$ cat src/rtl/stream_pkg.sv
// Shared definitions for the stream arbitration blocks: arbiter FSM states
// and the wrap-around round-robin search.
package stream_pkg;

  localparam int MAX_PORTS = 64;
  localparam int PTR_W     = 6;

  typedef enum logic [0:0] {
    IDLE = 1'b0,
    XFER = 1'b1
  } arb_state_e;

  // First set bit of req at or above ptr, wrapping at num; returns ptr when req is empty.
  function automatic logic [PTR_W-1:0] rr_pick(input logic [MAX_PORTS-1:0] req,
                                               input logic [PTR_W-1:0]     ptr,
                                               input int                   num);
    logic [PTR_W-1:0] pick;
    logic             found;
    int               idx;
    pick  = ptr;
    found = 1'b0;
    for (int k = 0; k < MAX_PORTS; k++) begin
      if (k < num) begin
        idx = int'(ptr) + k;
        if (idx >= num) idx = idx - num;
        if (!found && req[idx]) begin
          pick  = PTR_W'(idx);
          found = 1'b1;
        end
      end
    end
    return pick;
  endfunction

endpackage

$ cat src/rtl/stream_skid.sv
// Two-entry registered skid buffer: output straight from flops, input ready
// registered, so there is no combinational path from out_ready to in_ready.
module stream_skid #(
  parameter int DATA_W = 8
) (
  input  logic              clk,
  input  logic              rst,
  input  logic              in_valid,
  output logic              in_ready,
  input  logic [DATA_W-1:0] in_pay,
  output logic              out_valid,
  input  logic              out_ready,
  output logic [DATA_W-1:0] out_pay
);

  logic              skid_vld_p0;
  logic [DATA_W-1:0] skid_pay_p0;
  logic              out_vld_p1;
  logic [DATA_W-1:0] out_pay_p1;
  logic              push;
  logic              load_out;

  // The skid slot only fills while the output slot is occupied, so it alone
  // decides whether fewer than two entries are held.
  assign in_ready = !skid_vld_p0;
  assign push     = in_valid && in_ready;
  assign load_out = !out_vld_p1 || out_ready;

  always_ff @(posedge clk) begin
    if (rst) begin
      skid_vld_p0 <= 1'b0;
      out_vld_p1  <= 1'b0;
    end else if (load_out) begin
      if (skid_vld_p0) begin
        out_vld_p1  <= 1'b1;
        skid_vld_p0 <= 1'b0;
      end else begin
        out_vld_p1  <= push;
      end
    end else if (push) begin
      skid_vld_p0 <= 1'b1;
    end
  end

  // p0: overflow slot, written only while the output slot is stalled
  always_ff @(posedge clk) begin
    if (!load_out && push) skid_pay_p0 <= in_pay;
  end

  // p1: output register; cleared on reset so the idle bus reads zero
  always_ff @(posedge clk) begin
    if (rst) begin
      out_pay_p1 <= '0;
    end else if (load_out) begin
      if (skid_vld_p0)  out_pay_p1 <= skid_pay_p0;
      else if (push)    out_pay_p1 <= in_pay;
    end
  end

  assign out_valid = out_vld_p1;
  assign out_pay   = out_pay_p1;

endmodule

$ cat src/rtl/stream_arb_mux.sv
// Packet-level round-robin merge of NUM_PORTS valid/ready streams; locks onto
// one port from first beat to last and registers the output via a skid buffer.
module stream_arb_mux
  import stream_pkg::*;
#(
  parameter int NUM_PORTS  = 6,
  parameter int DATA_WIDTH = 32,
  parameter int SEL_WIDTH  = (NUM_PORTS > 1) ? $clog2(NUM_PORTS) : 1
) (
  input  logic                            clk,
  input  logic                            rst,
  input  logic [NUM_PORTS*DATA_WIDTH-1:0] s_data,
  input  logic [NUM_PORTS-1:0]            s_valid,
  input  logic [NUM_PORTS-1:0]            s_last,
  output logic [NUM_PORTS-1:0]            s_ready,
  output logic [DATA_WIDTH-1:0]           m_data,
  output logic [SEL_WIDTH-1:0]            m_sel,
  output logic                            m_last,
  output logic                            m_valid,
  input  logic                            m_ready
);

  localparam int                   PAY_W     = SEL_WIDTH + 1 + DATA_WIDTH;
  localparam logic [SEL_WIDTH-1:0] LAST_PORT = SEL_WIDTH'(NUM_PORTS - 1);

  arb_state_e            state_p0;
  logic [SEL_WIDTH-1:0]  sel_p0;
  logic [SEL_WIDTH-1:0]  ptr_p0;
  logic [SEL_WIDTH-1:0]  pick;
  logic                  skid_in_ready;
  logic                  in_vld;
  logic                  in_last;
  logic                  in_acc;
  logic [DATA_WIDTH-1:0] in_data;
  logic [PAY_W-1:0]      in_pay;
  logic [PAY_W-1:0]      out_pay;

  assign pick = SEL_WIDTH'(rr_pick(MAX_PORTS'(s_valid), PTR_W'(ptr_p0), NUM_PORTS));

  // p0: input mux for the locked port
  assign in_data = s_data[sel_p0*DATA_WIDTH +: DATA_WIDTH];
  assign in_last = s_last[sel_p0];
  assign in_vld  = (state_p0 == XFER) && s_valid[sel_p0];
  assign in_acc  = in_vld && skid_in_ready;
  assign in_pay  = {sel_p0, in_last, in_data};

  always_comb begin
    s_ready = '0;
    if (state_p0 == XFER) s_ready[sel_p0] = skid_in_ready;
  end

  // The lock is held through source gaps; only an accepted last beat releases it,
  // and the pointer moves past the served port so it loses the next tie.
  always_ff @(posedge clk) begin
    if (rst) begin
      state_p0 <= IDLE;
      ptr_p0   <= '0;
      sel_p0   <= '0;
    end else begin
      case (state_p0)
        IDLE: begin
          if (|s_valid) begin
            sel_p0   <= pick;
            state_p0 <= XFER;
          end
        end
        XFER: begin
          if (in_acc && in_last) begin
            ptr_p0   <= (sel_p0 == LAST_PORT) ? '0 : sel_p0 + 1'b1;
            state_p0 <= IDLE;
          end
        end
        default: state_p0 <= IDLE;
      endcase
    end
  end

  // p1: registered output through the skid buffer
  stream_skid #(
    .DATA_W (PAY_W)
  ) u_skid (
    .clk       (clk),
    .rst       (rst),
    .in_valid  (in_vld),
    .in_ready  (skid_in_ready),
    .in_pay    (in_pay),
    .out_valid (m_valid),
    .out_ready (m_ready),
    .out_pay   (out_pay)
  );

  assign {m_sel, m_last, m_data} = out_pay;

endmodule

$ cat config.mk
export PLATFORM = sky130hd
export DESIGN_NAME = stream_arb_mux
export DESIGN_NICKNAME = d
export VERILOG_FILES = /design/src/rtl/stream_pkg.sv /design/src/rtl/stream_skid.sv /design/src/rtl/stream_arb_mux.sv
export SDC_FILE = /design/constraint.sdc
export NUM_CORES = 1
export LEC_CHECK = 0
export ABC_AREA = 1
export BUFFER_PORTS_ARGS = -buffer_cell sky130_fd_sc_hd__buf_2
export CORE_MARGIN = 2
export CORE_UTILIZATION = 39
export DETAILED_ROUTE_END_ITERATION = 8
export GPL_ROUTABILITY_DRIVEN = 0
export PLACE_DENSITY = 0.63
export SLEW_MARGIN = 20
export SYNTH_ARGS = -nofsm -noshare
export SYNTH_HDL_FRONTEND = slang
export SYNTH_SLANG_ARGS = --single-unit
$ cat constraint.sdc
create_clock -name clk -period 7.1 [get_ports clk]
set_input_delay 0.355 -clock clk [delete_from_list [all_inputs] [get_ports clk]]
set_output_delay 0.355 -clock clk [all_outputs]
set_load 0.05 [all_outputs]
==> Word-level counts from Yosys, hierarchy flattened <==
Cells that the tools add are included.
{ "totals": {"register_bits": 81, "inputBits": 207, "output_inout_bits": 43} }
{ "classes": {"addsub": 12, "n_lt_le_gt_ge": 14, "eq_ne": 1, "n_shift": 1, "muxes": 49, "n_bitwise": 2, "n_reduce_logical": 25} }
{ "op_table": {"columns": ["cell", "n"], "rows": [
  ["< comparator 32 x 8 -> 1 bit (second input constant)", 6],
  ["2-to-1 mux 32 bit", 6],
  ["variable part select 192 x 9 -> 32 bit", 1],
  ["2-to-1 mux 36 bit", 2],
  ["binary-select mux 1 bit (select 6 bit)", 6],
  ["subtractor 4 x 3 -> 5 bit (second input constant)", 5],
  ["2-to-1 mux 1 bit", 23],
  ["2-to-1 mux 3 bit", 7],
  ["greater-or-equal comparator 4 x 3 -> 1 bit (second input constant)", 5],
  ["logical AND 1 bit", 10],
  ["adder 3 x 2 -> 4 bit (second input constant)", 2],
  ["adder 3 x 3 -> 4 bit (second input constant)", 2],
  ["logical NOT 1 bit", 8],
  ["bitwise AND 6 bit", 1],
  ["binary-select mux 1 bit (select 3 bit)", 2],
  ["2-to-1 mux 6 bit", 1],
  ["AND reduction 2 bit", 3],
  ["OR reduction 6 bit", 1],
  ["adder 3 x 1 -> 4 bit (second input constant)", 1],
  ["< comparator 3 x 4 -> 1 bit (second input constant)", 1],
  ["subtractor 3 x 3 -> 4 bit (second input constant)", 1],
  ["adder 3 x 1 -> 3 bit (second input constant)", 1],
  ["demux 1 bit (select 3 bit)", 1],
  ["equality test 3 bit (second input constant)", 1],
  ["other kinds (7)", 7]
]} }

==> Logic depth before layout (Yosys ltp) <==
{ "depth": {"ltp_word": 21, "mapped_depth": 25, "ltp_nobuf": 23} }

==> Cells and area by module <==
A second synthesis with hierarchy kept.
{ "unflattened": {"hier_cells": 901, "hier_area_um2": 6039.5} }
{ "by_module_without_submodules": {"columns": ["mod", "n_inst", "cells_each", "area_each_um2"], "rows": [
  ["stream_skid", 1, 390, 3148.0],
  ["stream_arb_mux", 1, 511, 2891.5]
]} }

==> Worst setup path after synthesis <==
Ideal clock, no wire load.
{ "synth_timing": {"path_kind": "register to register", "startpoint": "register u_skid.out_vld_p1 (netlist: u_skid.out_valid)", "endpoint": "register u_skid.skid_pay_p0[0] (enable)", "setup_time_ns": 0.474, "t_arrival_ns": 3.826, "t_required_ns": 6.626, "setup_slack_ns": 2.800, "path_stages_with_launch": 5, "n_path_buf": 2, "period_less_slack_ns": 4.300, "path_cell_list": "dfxtp_1 > nand2_1 > clkbuf_1 > buf_1 > nor3_1"} }
{ "synth_via": {"elab_chain_cells": 4} }
{ "synth_lines": {"columns": ["element", "line", "text"], "rows": [
  ["start, declared", "stream_skid.sv:18", "logic out_vld_p1;"],
  ["start signal, assigned", "stream_skid.sv:38", "out_vld_p1 <= push;"],
  ["logical NOT 1 bit", "stream_skid.sv:27", "assign load_out = !out_vld_p1 || out_ready;"],
  ["logical OR 1 bit", "stream_skid.sv:27", null],
  ["logical NOT 1 bit", "stream_skid.sv:47", "if (!load_out && push) skid_pay_p0 <= in_pay;"],
  ["logical AND 1 bit", "stream_skid.sv:47", null],
  ["end signal, assigned", "stream_skid.sv:47", null],
  ["end, declared", "stream_skid.sv:17", "logic [DATA_W-1:0] skid_pay_p0;"]
]} }
Every way passes these cells.
A chain may end at the register's enable or synchronous reset.

==> Final worst setup path <==
{ "layout_timing": {"startpoint": "register u_skid.skid_vld_p0", "endpoint": "register u_skid.out_pay_p1[24] (netlist: u_skid.out_pay[24])"} }
{ "layout_via": {"elab_chain_cells": 4, "word_cells_on_any_way": 5} }
{ "layout_lines": {"columns": ["element", "line", "text"], "rows": [
  ["start, declared", "stream_skid.sv:16", "logic skid_vld_p0;"],
  ["start signal, assigned", "stream_skid.sv:31", "skid_vld_p0 <= 1'b0;"],
  ["start signal, assigned", "stream_skid.sv:36", "skid_vld_p0 <= 1'b0;"],
  ["start signal, assigned", "stream_skid.sv:41", "skid_vld_p0 <= 1'b1;"],
  ["logical NOT 1 bit", "stream_skid.sv:25", "assign in_ready = !skid_vld_p0;"],
  ["logical AND 1 bit", "stream_skid.sv:26", "assign push = in_valid && in_ready;"],
  ["nonzero test 2 bit (no source line)", null, null],
  ["AND reduction 2 bit (no source line)", null, null],
  ["end signal, assigned", "stream_skid.sv:55", "if (skid_vld_p0) out_pay_p1 <= skid_pay_p0;"],
  ["end signal, assigned", "stream_skid.sv:56", "else if (push) out_pay_p1 <= in_pay;"],
  ["end, declared", "stream_skid.sv:19", "logic [DATA_W-1:0] out_pay_p1;"]
]} }
Parallel ways exist; a longest one is shown, timed or not.

==> impl_metrics.json <==
{
  "outcome": "finished, final reports clean",
  "seq_area_frac_synth_pct": 33.6,
  "critPathKind": "reg -> reg",
  "power-per-cell-area_nw_per_um2": 332,
  "grt_max_degree": 68,
  "slowest_delay_ns": 1.00,
  "switchingPower_mw": 1.24,
  "yosys-top-cells-area": "edfxtp_1 18%, nand2_1 17%, dfxtp_1 15%, nand3_1 11%, o21ai_0 5.5%",
  "wl_per_cell_um": 16.4,
  "power_frac_seq_pct": 26.2,
  "wirelength_um": 20800,
  "via_per_inst": 5.30,
  "initial_core_util_pct": 40.3,
  "post-route-drc-count": 0,
  "setup_tns_ns": 0,
  "ctsHoldBuffers": 0,
  "cts_setup_buffers": 0,
  "cts_root_buf": "clkbuf_16",
  "clkTransAtPathRegs_ns": 0.07,
  "cts_tree": "done",
  "synth_most_common_cell": "nand2_1",
  "cp_slowest_cell": "clkinv_1",
  "synthXorXnorAreaFrac_pct": 0.276,
  "synth_ff_type": "dfxtp_1",
  "clkSinkCount": 81,
  "hpwl_um": 15600,
  "ant_nets": 0,
  "end_kind": "register",
  "cts_buffer_depth": 2,
  "synth_edf_count": 36,
  "leakagePower_nw": 3.55,
  "synthAdderAreaFrac_pct": 3.61,
  "worstSetupStartpointType": "register",
  "fin_area_um2": 7410,
  "clk-insertion-delay-late_ns": 0.34,
  "synth.net_count": 1097,
  "yosys_warnings": 0,
  "coreArea_um2": 14600,
  "swShare_pct": 50.3,
  "min_period_ns": 3.60,
  "max_freq_mhz": 278,
  "slew_violations": 0,
  "ios": 250,
  "rsz0062_at_grt": "no",
  "track_usage_pct": 25.2,
  "synth.avg_cell_area_um2": 6.76,
  "synthMuxAreaShare_pct": 0,
  "holdWs_ns": 0.419,
  "dpl_cell_area_um2": 7130,
  "cp.arrival_ns": 3.79,
  "drt_pass1_iterations": 6,
  "finalSetupViolCount": 0,
  "synthToLayoutAreaGrowth_pct": 25.6,
  "cts_buffers": 9,
  "die_w_um": 127,
  "synthArstFlopShare_pct": 0,
  "maxCapViolCount": 0,
  "row_count": 44,
  "crit_fanout": 42,
  "die_area_um2": 16100,
  "finalClockSkew_ns": 0.0102,
  "period_share_pct": 50.7,
  "yosys.area.top_type_share_pct": 18.3,
  "drtIter0Drc": 637,
  "grt_pass1_vias": 6205,
  "drive_gt1_share_pct": 30.3,
  "peakVddDrop_v": 0.000158,
  "intPower_mw": 1.22,
  "grt_pass1_wl_um": 32600,
  "clock_power_share_pct": 17.5,
  "combPwrFrac_pct": 56.3,
  "netlist_instances": 873,
  "synth-simple-area-share_pct": 36.8,
  "overflow": 0,
  "die_y_um": 127,
  "fin_nets": 1303,
  "grt_antenna_before_repair": 0,
  "cts_resized": 0,
  "report.final.hold_viol_count": 0,
  "synthDistinctLibCells": 38,
  "io_buffer_count": 249,
  "ys_top_cells_by_count": "262 x nand2_1, 125 x nand3_1, 65 x o21ai_0",
  "synth_top_area_cell": "edfxtp_1",
  "syn_area_um2": 5900,
  "synth-compound-area-share_pct": 17.6,
  "regToRegSetupSlack_ns": 3.50,
  "crit_required_ns": 7.28,
  "synth_top_family_by_area": "simple AND/OR/NAND/NOR gates",
  "ctsHtreeMaxLevel": 3,
  "synth-seq-cells": 81,
  "n_antenna_cell": 0,
  "min_path_type": "in -> reg",
  "via_count": 6720,
  "crit_chain": "clkinv_1 -> nand2_2 -> nand2_4 -> nand2_1 -> a21oi_1",
  "slew_headroom_pct": 35.7,
  "tightest_slew_ns": 0.958
}
[power by group through the flow]
stage               registers, mW  clock network [mW]  logic [mW]
CTS                         0.646               0.439        1.37
detailed placement          0.655                   0        1.37
floorplan                   0.753                   0       0.920
finish                      0.646               0.430        1.39
global placement            0.657                   0        1.36
global route                0.656               0.459        1.55
[area by class of cell]
type,count,area (µm²)
flip-flops and latches,81,1980
inverters,50,190
fillers,1548,7230
multi-input cells,684,3450
well taps,184,230
clock buffers,9,225
repair buffers,253,1280
clock inverters,7,53.8
[per-stage QoR]
step                std cells  total power, mW  utilization, %  setup WS, ns
finish                   1268             2.46            50.6          3.50
global route             1268             2.66            50.6          3.06
CTS                      1268             2.46            50.6          3.47
detailed placement       1252             2.02            48.7          3.47
global placement         1252             2.02            48.7          3.63
floorplan                 873             1.67               -          2.80
[cell families after synthesis]
kind of cell	after synthesis
compound gates	182
xor+xnor	1
fa+ha+maj	17
buf+inv	108
flops	81
simple gates	484
[worst max-delay path, delay by kind of cell, from the launching register on]
| family | cells | cell delay [ns] |
|---|---|---|
| buf+inv | 1 | 1.00 |
| compound gates | 1 | 0.08 |
| simple gates | 3 | 1.51 |
| flops | 1 | 0.83 |
[sequential cells by signal, summed over array words and instances (netlist names)]
register	count
u_skid.out_pay	36
state_p0	1
u_skid.skid_pay_p0	36
ptr_p0	3
u_skid.out_valid	1
sel_p0	3
u_skid.skid_vld_p0	1
[placed cells by master, fill, tap and decap left out, types with 6 or more instances in the layout]
| cell | n |
|---|---|
| inv_1 | 39 |
| nand2_4 | 6 |
| a22oi_1 | 34 |
| a21oi_1 | 47 |
| dfxtp_1 | 43 |
| nand2_2 | 22 |
| ha_1 | 17 |
| nand2_1 | 261 |
| nand3_1 | 125 |
| buf_2 | 249 |
| clkbuf_16 | 9 |
| o21ai_1 | 26 |
| edfxtp_1 | 36 |
| inv_2 | 8 |
| nor2_1 | 47 |
| o21ai_0 | 65 |
[final timing paths]
check / from / to / cells after the start
setup / recovery: u_skid.skid_vld_p0$_SDFFE_PP0P_ / u_skid.out_pay[24]$_SDFFE_PP0P_ / 5
hold reg to reg: u_skid.out_pay[19]$_SDFFE_PP0P_ / u_skid.out_pay[19]$_SDFFE_PP0P_ / 2
hold / removal: s_data[168] / u_skid.skid_pay_p0[8]$_DFFE_PP_ / 3
setup reg to reg: u_skid.skid_vld_p0$_SDFFE_PP0P_ / u_skid.out_pay[24]$_SDFFE_PP0P_ / 5
[layer usage]
layer | up-vias | global-route usage (%) | wire length (µm)
li1 | 3361 | - | -
met1 | 3014 | 36.5 | 9520
met2 | 312 | 39.0 | 9230
met3 | 33 | 4.44 | 1630
met4 | 0 | 6.85 | 387
met5 | - | 0 | 0
No activity file was read; power rests on OpenSTA's default activity.
